==> src/rtl/digit_timer_loader_pkg.sv <==
// rtl/digit_timer_loader_pkg.sv - shared types and constants for the digit timer loader
// Purpose: controller state encoding and digit width/range constants.
// Ports: none (package).
package digit_timer_loader_pkg;

    localparam int DIGIT_W = 4;
    localparam logic [DIGIT_W-1:0] BCD_MAX = 4'd9;

    typedef enum logic [2:0] {
        IDLE     = 3'd0,
        GOT_TENS = 3'd1,
        READY    = 3'd2,
        LOAD     = 3'd3,
        RUN      = 3'd4,
        DONE     = 3'd5
    } loaderState_t;

endpackage

==> src/rtl/digit_timer_loader.sv <==
// rtl/digit_timer_loader.sv - keypad entry and load/run sequencer for the BCD countdown timer
// Purpose: collects tens then units digit, validates them, loads the digit timer on Start,
//          gates the one-second decrement and reports completion.
// Ports:
//   clk, rst                        clock, synchronous active-low reset
//   KeyValue/KeyValid               keypad digit and its 1-cycle strobe
//   StartKey, ClearKey              1-cycle command strobes
//   FinTIn                          finish flag from the digit timer
//   TensBinaryLoad/UnitsBinaryLoad  captured digits, always presented to the timer
//   TensInpLoad/UnitsInpLoad        1-cycle load strobes
//   CountEnable, Busy               run gating and activity status
//   EntryError, TimerDone           1-cycle event pulses
module digit_timer_loader
    import digit_timer_loader_pkg::*;
#(
    parameter int MAX_TENS     = 5,
    parameter int BLANK_CYCLES = 1
) (
    input  logic               clk,
    input  logic               rst,
    input  logic [DIGIT_W-1:0] KeyValue,
    input  logic               KeyValid,
    input  logic               StartKey,
    input  logic               ClearKey,
    input  logic               FinTIn,
    output logic [DIGIT_W-1:0] TensBinaryLoad,
    output logic [DIGIT_W-1:0] UnitsBinaryLoad,
    output logic               TensInpLoad,
    output logic               UnitsInpLoad,
    output logic               CountEnable,
    output logic               EntryError,
    output logic               TimerDone,
    output logic               Busy
);

    localparam logic [DIGIT_W-1:0] maxTens   = DIGIT_W'(MAX_TENS);
    localparam logic [1:0]         blankInit = 2'(BLANK_CYCLES);

    loaderState_t state;
    logic [1:0]   blankCnt;

    // The digit registers are the load buses themselves, so a captured digit is
    // visible to the timer immediately after the accepting edge.
    // Status/strobe outputs are registered from the current state, so they trail
    // the state by one cycle: Start at edge N gives strobes over N+1..N+2 and
    // CountEnable from N+2.
    always_ff @(posedge clk) begin
        if (!rst) begin
            state           <= IDLE;
            blankCnt        <= '0;
            TensBinaryLoad  <= '0;
            UnitsBinaryLoad <= '0;
            TensInpLoad     <= 1'b0;
            UnitsInpLoad    <= 1'b0;
            CountEnable     <= 1'b0;
            EntryError      <= 1'b0;
            TimerDone       <= 1'b0;
            Busy            <= 1'b0;
        end else begin
            EntryError   <= 1'b0;
            TensInpLoad  <= (state == LOAD);
            UnitsInpLoad <= (state == LOAD);
            CountEnable  <= (state == RUN);
            Busy         <= (state == LOAD) || (state == RUN);
            TimerDone    <= (state == DONE);

            if (ClearKey) begin
                // Abort wins over everything, including a pending strobe or finish.
                state           <= IDLE;
                blankCnt        <= '0;
                TensBinaryLoad  <= '0;
                UnitsBinaryLoad <= '0;
                TensInpLoad     <= 1'b0;
                UnitsInpLoad    <= 1'b0;
                CountEnable     <= 1'b0;
                TimerDone       <= 1'b0;
                Busy            <= 1'b0;
            end else begin
                case (state)
                    IDLE: begin
                        if (StartKey) begin
                            EntryError <= 1'b1;
                        end else if (KeyValid) begin
                            if (KeyValue <= maxTens) begin
                                TensBinaryLoad <= KeyValue;
                                state          <= GOT_TENS;
                            end else begin
                                EntryError <= 1'b1;
                            end
                        end
                    end
                    GOT_TENS, READY: begin
                        if (StartKey) begin
                            // Start takes precedence over a simultaneous key.
                            if (state == READY &&
                                {TensBinaryLoad, UnitsBinaryLoad} != '0) begin
                                state <= LOAD;
                            end else begin
                                EntryError <= 1'b1;
                            end
                        end else if (KeyValid) begin
                            if (KeyValue <= BCD_MAX) begin
                                UnitsBinaryLoad <= KeyValue;
                                state           <= READY;
                            end else begin
                                EntryError <= 1'b1;
                            end
                        end
                    end
                    LOAD: begin
                        blankCnt <= blankInit;
                        state    <= RUN;
                    end
                    RUN: begin
                        // A stale finish flag from the previous count is masked
                        // until the timer has had time to take the new load.
                        if (blankCnt != 2'd0) begin
                            blankCnt <= blankCnt - 2'd1;
                        end else if (FinTIn) begin
                            state <= DONE;
                        end
                    end
                    DONE: begin
                        TensBinaryLoad  <= '0;
                        UnitsBinaryLoad <= '0;
                        state           <= IDLE;
                    end
                    default: begin
                        state <= IDLE;
                    end
                endcase
            end
        end
    end

endmodule
==> config.mk <==
export PLATFORM = sky130hd
export DESIGN_NAME = digit_timer_loader
export DESIGN_NICKNAME = d
export VERILOG_FILES = /design/src/rtl/digit_timer_loader_pkg.sv /design/src/rtl/digit_timer_loader.sv
export SDC_FILE = /design/constraint.sdc
export NUM_CORES = 1
export LEC_CHECK = 0
export ABC_AREA = 1
export BUFFER_PORTS_ARGS = -buffer_cell sky130_fd_sc_hd__buf_2
export CAP_MARGIN = 20
export CORE_MARGIN = 3
export CORE_UTILIZATION = 50
export CTS_CLUSTER_DIAMETER = 30
export DETAILED_ROUTE_END_ITERATION = 8
export HOLD_SLACK_MARGIN = 0.06
export PLACE_DENSITY = 0.77
export SKIP_LAST_GASP = 1
export SYNTH_ARGS = -nofsm -noshare
export SYNTH_HDL_FRONTEND = slang
export SYNTH_SLANG_ARGS = --single-unit
==> constraint.sdc <==
create_clock -name clk -period 1.57 [get_ports clk]
set_clock_uncertainty 0.05 [all_clocks]
set_input_delay 0.2355 -clock clk [delete_from_list [all_inputs] [get_ports clk]]
set_output_delay 0.2355 -clock clk [all_outputs]
set_load 0.01 [all_outputs]
Word level (Yosys, flattened, before mapping):

Index checks and enable logic that the tools add are counted.

* flip-flop bits (word level): 18
* input port bits: 10
* output and inout bits: 14
* logic and storage cells: 72

* $add $sub $neg: 1
* magnitude comparators: 2
* equality and inequality tests: 17
* muxes and demuxes: 28
* bitwise logic cells: 1
* reduce and logical (&&, ||, !) cells: 14

Operators with widths (count)
* 3-bit two-way mux: 9
* 4-bit two-way mux: 6
* 2-bit != test (second input constant): 8
* 4-bit case mux with 2 select lines: 2
* 3-bit case mux with 4 select lines: 1
* 3-bit != test (second input constant): 3
* 4-bit AND reduction: 2
* 8-bit AND reduction: 1
* 2-bit nonzero test: 4
* 8-bit nonzero test: 1
* 1-bit two-way mux: 7
* 3-bit by 2-bit == test with 1-bit output (second input constant): 2
* 3-bit == test (second input constant): 2
* 4-bit by 3-bit <= comparator with 1-bit output (second input constant): 1
* 4-bit <= comparator (second input constant): 1
* 2-bit case mux with 2 select lines: 1
* 2-bit OR reduction: 2
* 3-bit by 1-bit == test with 1-bit output (second input constant): 1
* 3-bit logical NOT: 1
* 2-bit two-way mux: 1
* 2-bit by 1-bit != test with 1-bit output (second input constant): 1
* 1-bit case mux with 2 select lines: 1
* 2-bit AND reduction: 1
* 2-bit by 1-bit subtractor with 2-bit output (second input constant): 1
* 3 further kinds: 3

Longest topological paths before layout:

Gate-level depths: netlist of run 1.

* depth after elaboration: 5
* depth in mapped cells: 9
* mapped depth without buffers: 9

Worst setup path after synthesis of run 1:

Ideal clock, no wire load.

* path type: reg-to-reg
* from: reg state[0]
* to: reg state[0]
* library setup time: 0.114 ns
* data arrival time: 1.010 ns
* required time: 1.406 ns
* slack: 0.396 ns
* stages on the path, launching flop included: 9
* path buffers: 0
* clock period less this slack: 1.174 ns
* cell sequence: dfxtp_1 -> nor2_4 -> nand2_4 -> a21oi_1 -> nor2_2 -> nand3_2 -> nand2_1 -> nand2_1 -> nor2_2

* cells in the longest elaborated chain, start to end: 4

Ends and longest elaborated chain
* start, declared: RTL line digit_timer_loader.sv:39 `loaderState_t state;`
* start signal, assigned: RTL line digit_timer_loader.sv:49 `state <= IDLE;`
* start signal, assigned: RTL line digit_timer_loader.sv:69 `state <= IDLE;`
* start signal, assigned: RTL line digit_timer_loader.sv:86 `state <= GOT_TENS;`
* 3-bit by 2-bit == test with 1-bit output / 3-bit by 1-bit == test with 1-bit output (equally long branches): RTL line digit_timer_loader.sv:79, digit_timer_loader.sv:95
* 2-bit OR reduction / 1-bit logical AND (equally long branches): RTL line digit_timer_loader.sv:79, digit_timer_loader.sv:95
* 3-bit != test (no source line)
* 8-bit AND reduction (no source line)

Several ways; a longest one is shown, not always the timed one.
A chain may end at the register's enable or synchronous reset.

Worst setup path in the final report of run 1:

Ends and elaborated chain as after synthesis.

==> flow_metrics.env, run 1 <==
export IMPL_status="finished clean"
export IMPL_synthFlopType="dfxtp_1"
export IMPL_worst_pin_slew_ns=0.241
export IMPL_p_per_area_nw_per_um2=819
export IMPL_hold_viol_final=0
export IMPL_maxSlewHeadroom_pct=83.8
export IMPL_dieArea_um2=2310
export IMPL_drive_gt1_share_pct=27.7
export IMPL_maxCapViolCount=0
export IMPL_antenna_found_initial=0
export IMPL_rows=14
export IMPL_ios=24
export IMPL_synth_distinct_cells=22
export IMPL_clock_latency_ns=0.30
export IMPL_antennaDiodeCount=0
export IMPL_gr_total_overflow=0
export IMPL_cts_tree="done"
export IMPL_cts_resized=0
export IMPL_drt_initial_drc_count=23
export IMPL_rr_worst_depth=8
export IMPL_antenna_left=0
export IMPL_die_x_um=48.1
export IMPL_clockRootBuffer="clkbuf_4"
export IMPL_synthesis_area_um2=885
export IMPL_gp_congestion=0.864
export IMPL_leakage_uw=0.000527
export IMPL_grt_max_degree=11
export IMPL_area_growth_pct=18.8
export IMPL_critPathCaptureType="register"
export IMPL_clock_sinks=18
export IMPL_ys_warn_count=0
export IMPL_clkTransAtPathRegs_ns=0.10
export IMPL_cp_max_fo=5
export IMPL_cts_setup_buffers=0
export IMPL_dp_hpwl_um=1450
export IMPL_yosysMostFrequentCell="nor2_1"
export IMPL_grt_pass1_vias=697
export IMPL_vias=835
export IMPL_synth_fp_nets=140
export IMPL_synthCells=129
export IMPL_synthTopCellsByArea="dfxtp_1 41%, nor2_1 16%, nand2_1 8.1%"
export IMPL_wirelength_um=1840
export IMPL_core_area_um2=1580
export IMPL_dr_pass1_iters=4
export IMPL_cts_buffers=3
export IMPL_slew_viol_final=0
export IMPL_worstPathArrival_ns=1.46
export IMPL_initial_utilization_pct=56.1
export IMPL_startpoint_type="register"
export IMPL_layout_nets=167
export IMPL_postCtsHoldBufs=0
export IMPL_drc=0
export IMPL_finalSetupViolations=0
export IMPL_synth_edf_count=0
export IMPL_seq_area_frac_synth_pct=40.7
export IMPL_peakVddDrop_mv=0.566
export IMPL_grt_setup_unrepaired="false"
export IMPL_critPathKind="register to register"
export IMPL_grt_usage_pct=19.0
export IMPL_port_buffers=23
export IMPL_htree_levels=1
export IMPL_hold_depth=3
export IMPL_synth_top_area_share_pct=40.7
export IMPL_synth_area_leader_cell="dfxtp_1"
export IMPL_wire_per_inst_um=10.8
export IMPL_cp_required_ns=1.73
export IMPL_synth_common_cells="37 x nor2_1, 19 x nand2_1, 18 x dfxtp_1"
export IMPL_max_clock_path_buffers=2
export IMPL_hp_class="input pin to register"
export IMPL_fmax_ghz=0.765
export IMPL_p_total_uw=860
export IMPL_setup_tns_final_ns=0
export IMPL_viasPerCell=4.88
export IMPL_fin_crit_ns=1.31
export IMPL_async_flop_share_pct=0
export IMPL_grt_pass1_wl_um=2990
export IMPL_fin_crit_sh_pct=83.3
export IMPL_ys_seq_elements=18
export IMPL_die_h_um=48.1
export IMPL_syn_area_per_cell_um2=6.86
-- final timing paths --
| path | start | end | slack [ns] |
|---|---|---|---|
| min | KeyValid | EntryError | 0.27 |
| min reg2reg | TensBinaryLoad[3] | TensBinaryLoad[3] | 0.41 |
| max reg2reg | state[0] | state[0] | 0.26 |
| max | state[0] | state[0] | 0.26 |
-- where the power goes --
group	leakage, uW	switching (uW)	total [uW]	internal, uW
Clock	0.0000210	141	282	142
Sequential	0.000145	5.77	470	464
Combinational	0.000361	67.1	109	41.4
Total	0.000527	214	860	647
-- registers in the layout (all words and copies together), names as in the netlist --
name	count
Busy	1
CountEnable	1
EntryError	1
TensBinaryLoad	4
TimerDone	1
UnitsBinaryLoad	4
UnitsInpLoad	1
blankCnt	2
state	3
-- metrics by stage --
step	area [um2]	setup WS, ns	utilization, %	hold slack [ns]	instances
final	1050	0.262	66.7	0.271	171
after global routing	1050	0.0876	66.7	0.257	171
after CTS	1050	0.245	66.7	0.255	171
after detailed placement	1010	0.269	64.4	0.396	167
after global placement	1010	0.277	64.4	0.404	167
after floorplan	885	0.396	-	0.393	129
-- metal layers --
layer | GRT usage [%] | wire length [um] | vias up
met2 | 29.3 | 814 | 21
met3 | 5.64 | 103 | 4
li1 | - | - | 446
met4 | 8.06 | 38 | 0
met5 | 0 | 0 | -
met1 | 24.4 | 883 | 364
-- cells by family (layout without fill, tap and decap cells) --
family / Yosys count / after routing / synth area share [%]
AO/OA/AOI/OAI: 19 / 19 / 11.7
flip-flops: 18 / 18 / 40.7
buffers and inverters: 21 / 47 / 9.48
adder cells (fa/ha/maj): 1 / 1 / 1.41
AND/OR/NAND/NOR: 70 / 70 / 36.6
-- critical path: stages, from the launching register on --
cell and delay [ns]:
dfxtp_1 0.37, nor2_4 0.20, nand2_4 0.10, a21oi_1 0.18, nor2_2 0.07, nand3_2 0.10
nand2_1 0.05, nand2_1 0.07, nor2_2 0.03
-- layout make-up --
class                           instances  area (um2)
Fill cell                             156         526
Multi-Input combinational cell         90         440
Inverter                               19        71.3
Sequential cell                        18         360
Tap cell                               16        20.0
Clock buffer                            4        36.3
Timing Repair Buffer                   24         123
-- placed cells by master (no fill, tap or decap), drive strengths merged --
cell	Yosys	final
inv	19	19
a211oi	1	1
clkbuf	1	4
nor2	42	42
buf	1	24
nand2	22	22
o21bai	1	1
nand3	5	5
o21ai	12	12
ha	1	1
a21oi	5	5
or2	1	1
dfxtp	18	18
Power figures use the tool's default switching activity.
==> run 2: changes to the inputs <==
==> constraint.sdc (replaced) <==
create_clock -name clk -period 1.3 [get_ports clk]
set_clock_uncertainty 0.05 [all_clocks]
set_input_delay 0.195 -clock clk [delete_from_list [all_inputs] [get_ports clk]]
set_output_delay 0.195 -clock clk [all_outputs]
set_load 0.01 [all_outputs]
==> flow_metrics.env, run 2 (synthesized netlist as in run 1, its figures left out) <==
export IMPL_antennaDiodeCount=0
export IMPL_cts_setup_buffers=0
export IMPL_p_per_area_nw_per_um2=961
export IMPL_hold_depth=4
export IMPL_max_clock_path_buffers=2
export IMPL_fmax_ghz=0.787
export IMPL_peakVddDrop_mv=0.674
export IMPL_antenna_found_initial=0
export IMPL_status="finished clean"
export IMPL_clockRootBuffer="clkbuf_4"
export IMPL_die_x_um=48.1
export IMPL_clock_latency_ns=0.29
export IMPL_r2r_slack_ns=0.03
export IMPL_drc=0
export IMPL_rows=14
export IMPL_final_common_cell="nor2_1"
export IMPL_area_growth_pct=23.1
export IMPL_htree_levels=1
export IMPL_wire_per_inst_um=10.1
export IMPL_initial_utilization_pct=56.1
export IMPL_worstPathArrival_ns=1.41
export IMPL_fin_crit_sh_pct=97.8
export IMPL_nFillCells=141
export IMPL_r2r_start="state[1]"
export IMPL_dieArea_um2=2310
export IMPL_p_total_uw=1050
export IMPL_port_buffers=23
export IMPL_grt_max_degree=11
export IMPL_layout_nets=168
export IMPL_viasPerCell=4.91
export IMPL_grt_usage_pct=17.5
export IMPL_grt_pass1_wl_um=2750
export IMPL_critPathKind="register to register"
export IMPL_drive_gt1_share_pct=34.0
export IMPL_hold_start="ClearKey"
export IMPL_drt_initial_drc_count=18
export IMPL_cts_buffers=3
export IMPL_clkTransAtPathRegs_ns=0.10
export IMPL_antenna_left=0
export IMPL_hold_viol_final=0
export IMPL_dp_hpwl_um=1320
export IMPL_critPathCaptureType="register"
export IMPL_layout_common_cells="34 x nor2_1, 23 x buf_2, 17 x nand2_1"
export IMPL_dr_pass1_iters=4
export IMPL_cts_resized=0
export IMPL_die_h_um=48.1
export IMPL_vias=844
export IMPL_hp_class="input pin to register"
export IMPL_gp_congestion=0.899
export IMPL_startpoint_type="register"
export IMPL_cts_tree="done"
export IMPL_fin_crit_ns=1.27
export IMPL_worst_pin_slew_ns=0.235
export IMPL_grt_setup_unrepaired="true"
export IMPL_stdcell_area_um2=1090
export IMPL_worst_hold_path_endpoint="blankCnt[0]"
export IMPL_maxCapViolCount=0
export IMPL_slew_viol_final=0
export IMPL_clock_sinks=18
export IMPL_top_regs="TensBinaryLoad: 4 flops, UnitsBinaryLoad: 4 flops, state: 3 flops"
export IMPL_postCtsHoldBufs=0
export IMPL_ios=24
export IMPL_cp_max_fo=5
export IMPL_wirelength_um=1740
export IMPL_rr_endpoint="UnitsBinaryLoad[1]"
export IMPL_leakage_uw=0.000537
export IMPL_rr_worst_depth=8
export IMPL_dpl_cell_area_um2=1020
export IMPL_grt_pass1_vias=666
export IMPL_core_area_um2=1580
export IMPL_cp_required_ns=1.44
export IMPL_gr_total_overflow=0
export IMPL_maxSlewHeadroom_pct=84.2
export IMPL_finalSetupViolations=0
## run 2: area by class of cell
class	count	area, um2	share of cell area (%)
Multi-Input combinational cell	90	468	43.0
Inverter	19	71.3	6.55
Clock buffer	4	36.3	3.33
Tap cell	16	20.0	1.84
Timing Repair Buffer	25	130	12.0
Sequential cell	18	363	33.3
## run 2: metal layers
| layer | GRT usage (%) | share of wire (%) | routed length (um) |
|---|---|---|---|
| met5 | 0 | 0 | 0 |
| met4 | 9.68 | 2.8 | 48 |
| met3 | 3.38 | 7.1 | 124 |
| met2 | 26.6 | 44 | 763 |
| met1 | 22.8 | 46 | 800 |
## run 2: report_power, final
part           internal (uW)  leakage, uW  switching, uW
Combinational           53.9     0.000369           88.7
Sequential               561     0.000146           6.65
Clock                    171    0.0000210            166
Total                    785     0.000537            261
## run 2: worst max path at each step
| stage | start | endpoint | slack, ns | cells after the start |
|---|---|---|---|---|
| after floorplan | state[0] | state[0] | 0.13 | 8 |
| after global placement | state[0] | state[1] | 0.04 | 8 |
| after detailed placement | state[1] | TensBinaryLoad[2] | 0.03 | 7 |
| after CTS | state[0] | UnitsBinaryLoad[2] | 0.007 | 8 |
| after global routing | blankCnt[0] | state[1] | -0.07 | 8 |
| final | state[1] | UnitsBinaryLoad[1] | 0.03 | 8 |
## run 2: critical path, stage by stage, from the launching register on
cell	delay (ns)
dfxtp_2	0.36
nor2_4	0.19
inv_2	0.07
nand3_4	0.08
inv_2	0.06
nand2_1	0.07
nand2_2	0.08
o21ai_0	0.16
nor2_1	0.05
## run 2: stage by stage
stage / setup TNS (ns) / cells / hold WS (ns) / setup WS [ns] / utilization (%)
floorplan: 0 / 129 / 0.352 / 0.126 / -
global placement: 0 / 168 / 0.393 / 0.0412 / 64.8
detailed placement: 0 / 168 / 0.393 / 0.0322 / 64.8
CTS: 0 / 172 / 0.123 / 0.00726 / 67.1
global route: -0.317 / 172 / 0.138 / -0.0668 / 69.0
finish: 0 / 172 / 0.130 / 0.0287 / 69.0
==> run 3: changes to the inputs <==
--- a/config.mk
+++ b/config.mk
@@ -9,11 +9,10 @@
 export BUFFER_PORTS_ARGS = -buffer_cell sky130_fd_sc_hd__buf_2
 export CAP_MARGIN = 20
 export CORE_MARGIN = 3
-export CORE_UTILIZATION = 50
+export CORE_UTILIZATION = 30
 export CTS_CLUSTER_DIAMETER = 30
 export DETAILED_ROUTE_END_ITERATION = 8
 export HOLD_SLACK_MARGIN = 0.06
-export PLACE_DENSITY = 0.77
 export SKIP_LAST_GASP = 1
 export SYNTH_ARGS = -nofsm -noshare
 export SYNTH_HDL_FRONTEND = slang
==> flow_metrics.env, run 3 (synthesized netlist as in run 1, its figures left out) <==
export IMPL_initial_utilization_pct=31.8
export IMPL_dr_pass1_iters=4
export IMPL_fmax_ghz=0.786
export IMPL_worstPathArrival_ns=1.45
export IMPL_wirelength_um=1960
export IMPL_grt_pass1_vias=733
export IMPL_final_util_pct=39.7
export IMPL_vias=820
export IMPL_fin_crit_ns=1.27
export IMPL_port_buffers=23
export IMPL_leakage_uw=0.000531
export IMPL_clockRootBuffer="clkbuf_4"
export IMPL_fin_crit_sh_pct=97.9
export IMPL_gp_congestion=0.841
export IMPL_clkTransAtPathRegs_ns=0.09
export IMPL_dieArea_um2=3640
export IMPL_finalSetupViolations=0
export IMPL_die_x_um=60.3
export IMPL_hp_class="input pin to register"
export IMPL_worst_pin_slew_ns=0.247
export IMPL_critPathCaptureType="register"
export IMPL_drive_gt1_share_pct=35.5
export IMPL_dp_cells=182
export IMPL_cp_max_fo=4
export IMPL_worstPathCellList="inv_1 > ha_2 > a21oi_2 > nor2_2 > nand3_4 > nand2_1 > nand2_1 > nor2_2"
export IMPL_htree_levels=1
export IMPL_grt_usage_pct=10.8
export IMPL_stdcell_area_um2=1100
export IMPL_core_area_um2=2780
export IMPL_peakVddDrop_mv=0.532
export IMPL_r2r_slack_ns=0.03
export IMPL_max_clock_path_buffers=2
export IMPL_antenna_found_initial=0
export IMPL_grt_setup_unrepaired="true"
export IMPL_clock_sinks=18
export IMPL_p_per_area_nw_per_um2=891
export IMPL_cts_buffers=3
export IMPL_slew_viol_final=0
export IMPL_dpl_cell_area_um2=1030
export IMPL_final_common_cell="nor2_1"
export IMPL_cts_tree="done"
export IMPL_viasPerCell=4.41
export IMPL_clock_latency_ns=0.29
export IMPL_finalNonFillerCells=186
export IMPL_rows=19
export IMPL_status="finished clean"
export IMPL_layout_nets=168
export IMPL_drc=0
export IMPL_cp_required_ns=1.48
export IMPL_grt_pass1_wl_um=2960
export IMPL_nFillCells=309
export IMPL_ios=24
export IMPL_cp_slowest_stage_delay_ns=0.31
export IMPL_maxCapViolCount=0
export IMPL_gr_total_overflow=0
export IMPL_top_regs="TensBinaryLoad: 4 flops, UnitsBinaryLoad: 4 flops, state: 3 flops"
export IMPL_crit_slowest_cell="dfxtp_1"
export IMPL_dp_hpwl_um=1520
export IMPL_critPathKind="register to register"
export IMPL_startpoint_type="register"
export IMPL_die_h_um=60.3
export IMPL_maxSlewHeadroom_pct=83.5
export IMPL_hold_viol_final=0
export IMPL_antenna_left=0
export IMPL_layout_common_cells="35 x nor2_1, 23 x buf_2, 17 x nand2_1"
export IMPL_wire_per_inst_um=10.5
export IMPL_antennaDiodeCount=0
export IMPL_grt_max_degree=11
export IMPL_drt_initial_drc_count=44
export IMPL_area_growth_pct=24.9
run 3: changes by cell type in the layout (fill, tap and decap cells not counted), sizes merged:
cell	delta
clkbuf	-1
run 3: cell type report:
| class | count | area, um2 | share of cell area, % |
|---|---|---|---|
| tap | 31 | 38.8 | 3.51 |
| multi-input combinational | 90 | 475 | 43.0 |
| clock buffer | 3 | 22.5 | 2.04 |
| sequential | 18 | 367 | 33.2 |
| timing repair buffer | 25 | 130 | 11.8 |
| inverter | 19 | 71.3 | 6.46 |
run 3: through the flow:
step | hold slack [ns] | setup slack [ns] | total power (uW) | setup TNS (ns)
after floorplan | 0.352 | 0.126 | 668 | 0
after global placement | 0.401 | 0.0242 | 711 | 0
after detailed placement | 0.408 | 0.000798 | 712 | 0
after CTS | 0.207 | -0.000221 | 985 | -0.000221
after global routing | 0.263 | -0.0615 | 1040 | -0.444
final | 0.242 | 0.0275 | 984 | 0
run 3: repair_timing:
item | in CTS | in global routing
pin swaps | 0 | 5
endpoints found under the setup margin | 3 | 12
hold buffers | 0 | 0
endpoints found under the hold margin | 0 | 0
gates cloned | 0 | 0
resized for setup | 2 | 19
buffers inserted | 0 | 1
run 3: critical path: cells and delay by family, from the launching register on:
kind,cells,cell delay [ns]
buf+inv,1,0.08
flops,1,0.31
compound gates,1,0.07
fa+ha+maj,1,0.22
simple gates,5,0.48
run 3: power by group:
part | internal (uW) | switching [uW] | leakage, uW
Combinational | 57.1 | 92.7 | 0.000370
Sequential | 559 | 6.91 | 0.000147
Clock | 108 | 160 | 0.0000138
run 3: routing by layer:
metal | part of all wire [%] | GRT usage (%) | up-vias
li1 | - | - | 448
met1 | 43 | 12.9 | 352
met2 | 50 | 18.8 | 20
met3 | 6.6 | 3.89 | 0
met4 | 0 | 1.90 | 0
met5 | 0 | 0 | -
run 3: final timing paths:
check,from,end,cells past startpoint
worst max-delay path,blankCnt[0],state[0],8
worst min-delay path,KeyValid,EntryError,3
worst max register to register,blankCnt[0],state[0],8
worst min register to register,TensBinaryLoad[3],TensBinaryLoad[3],2
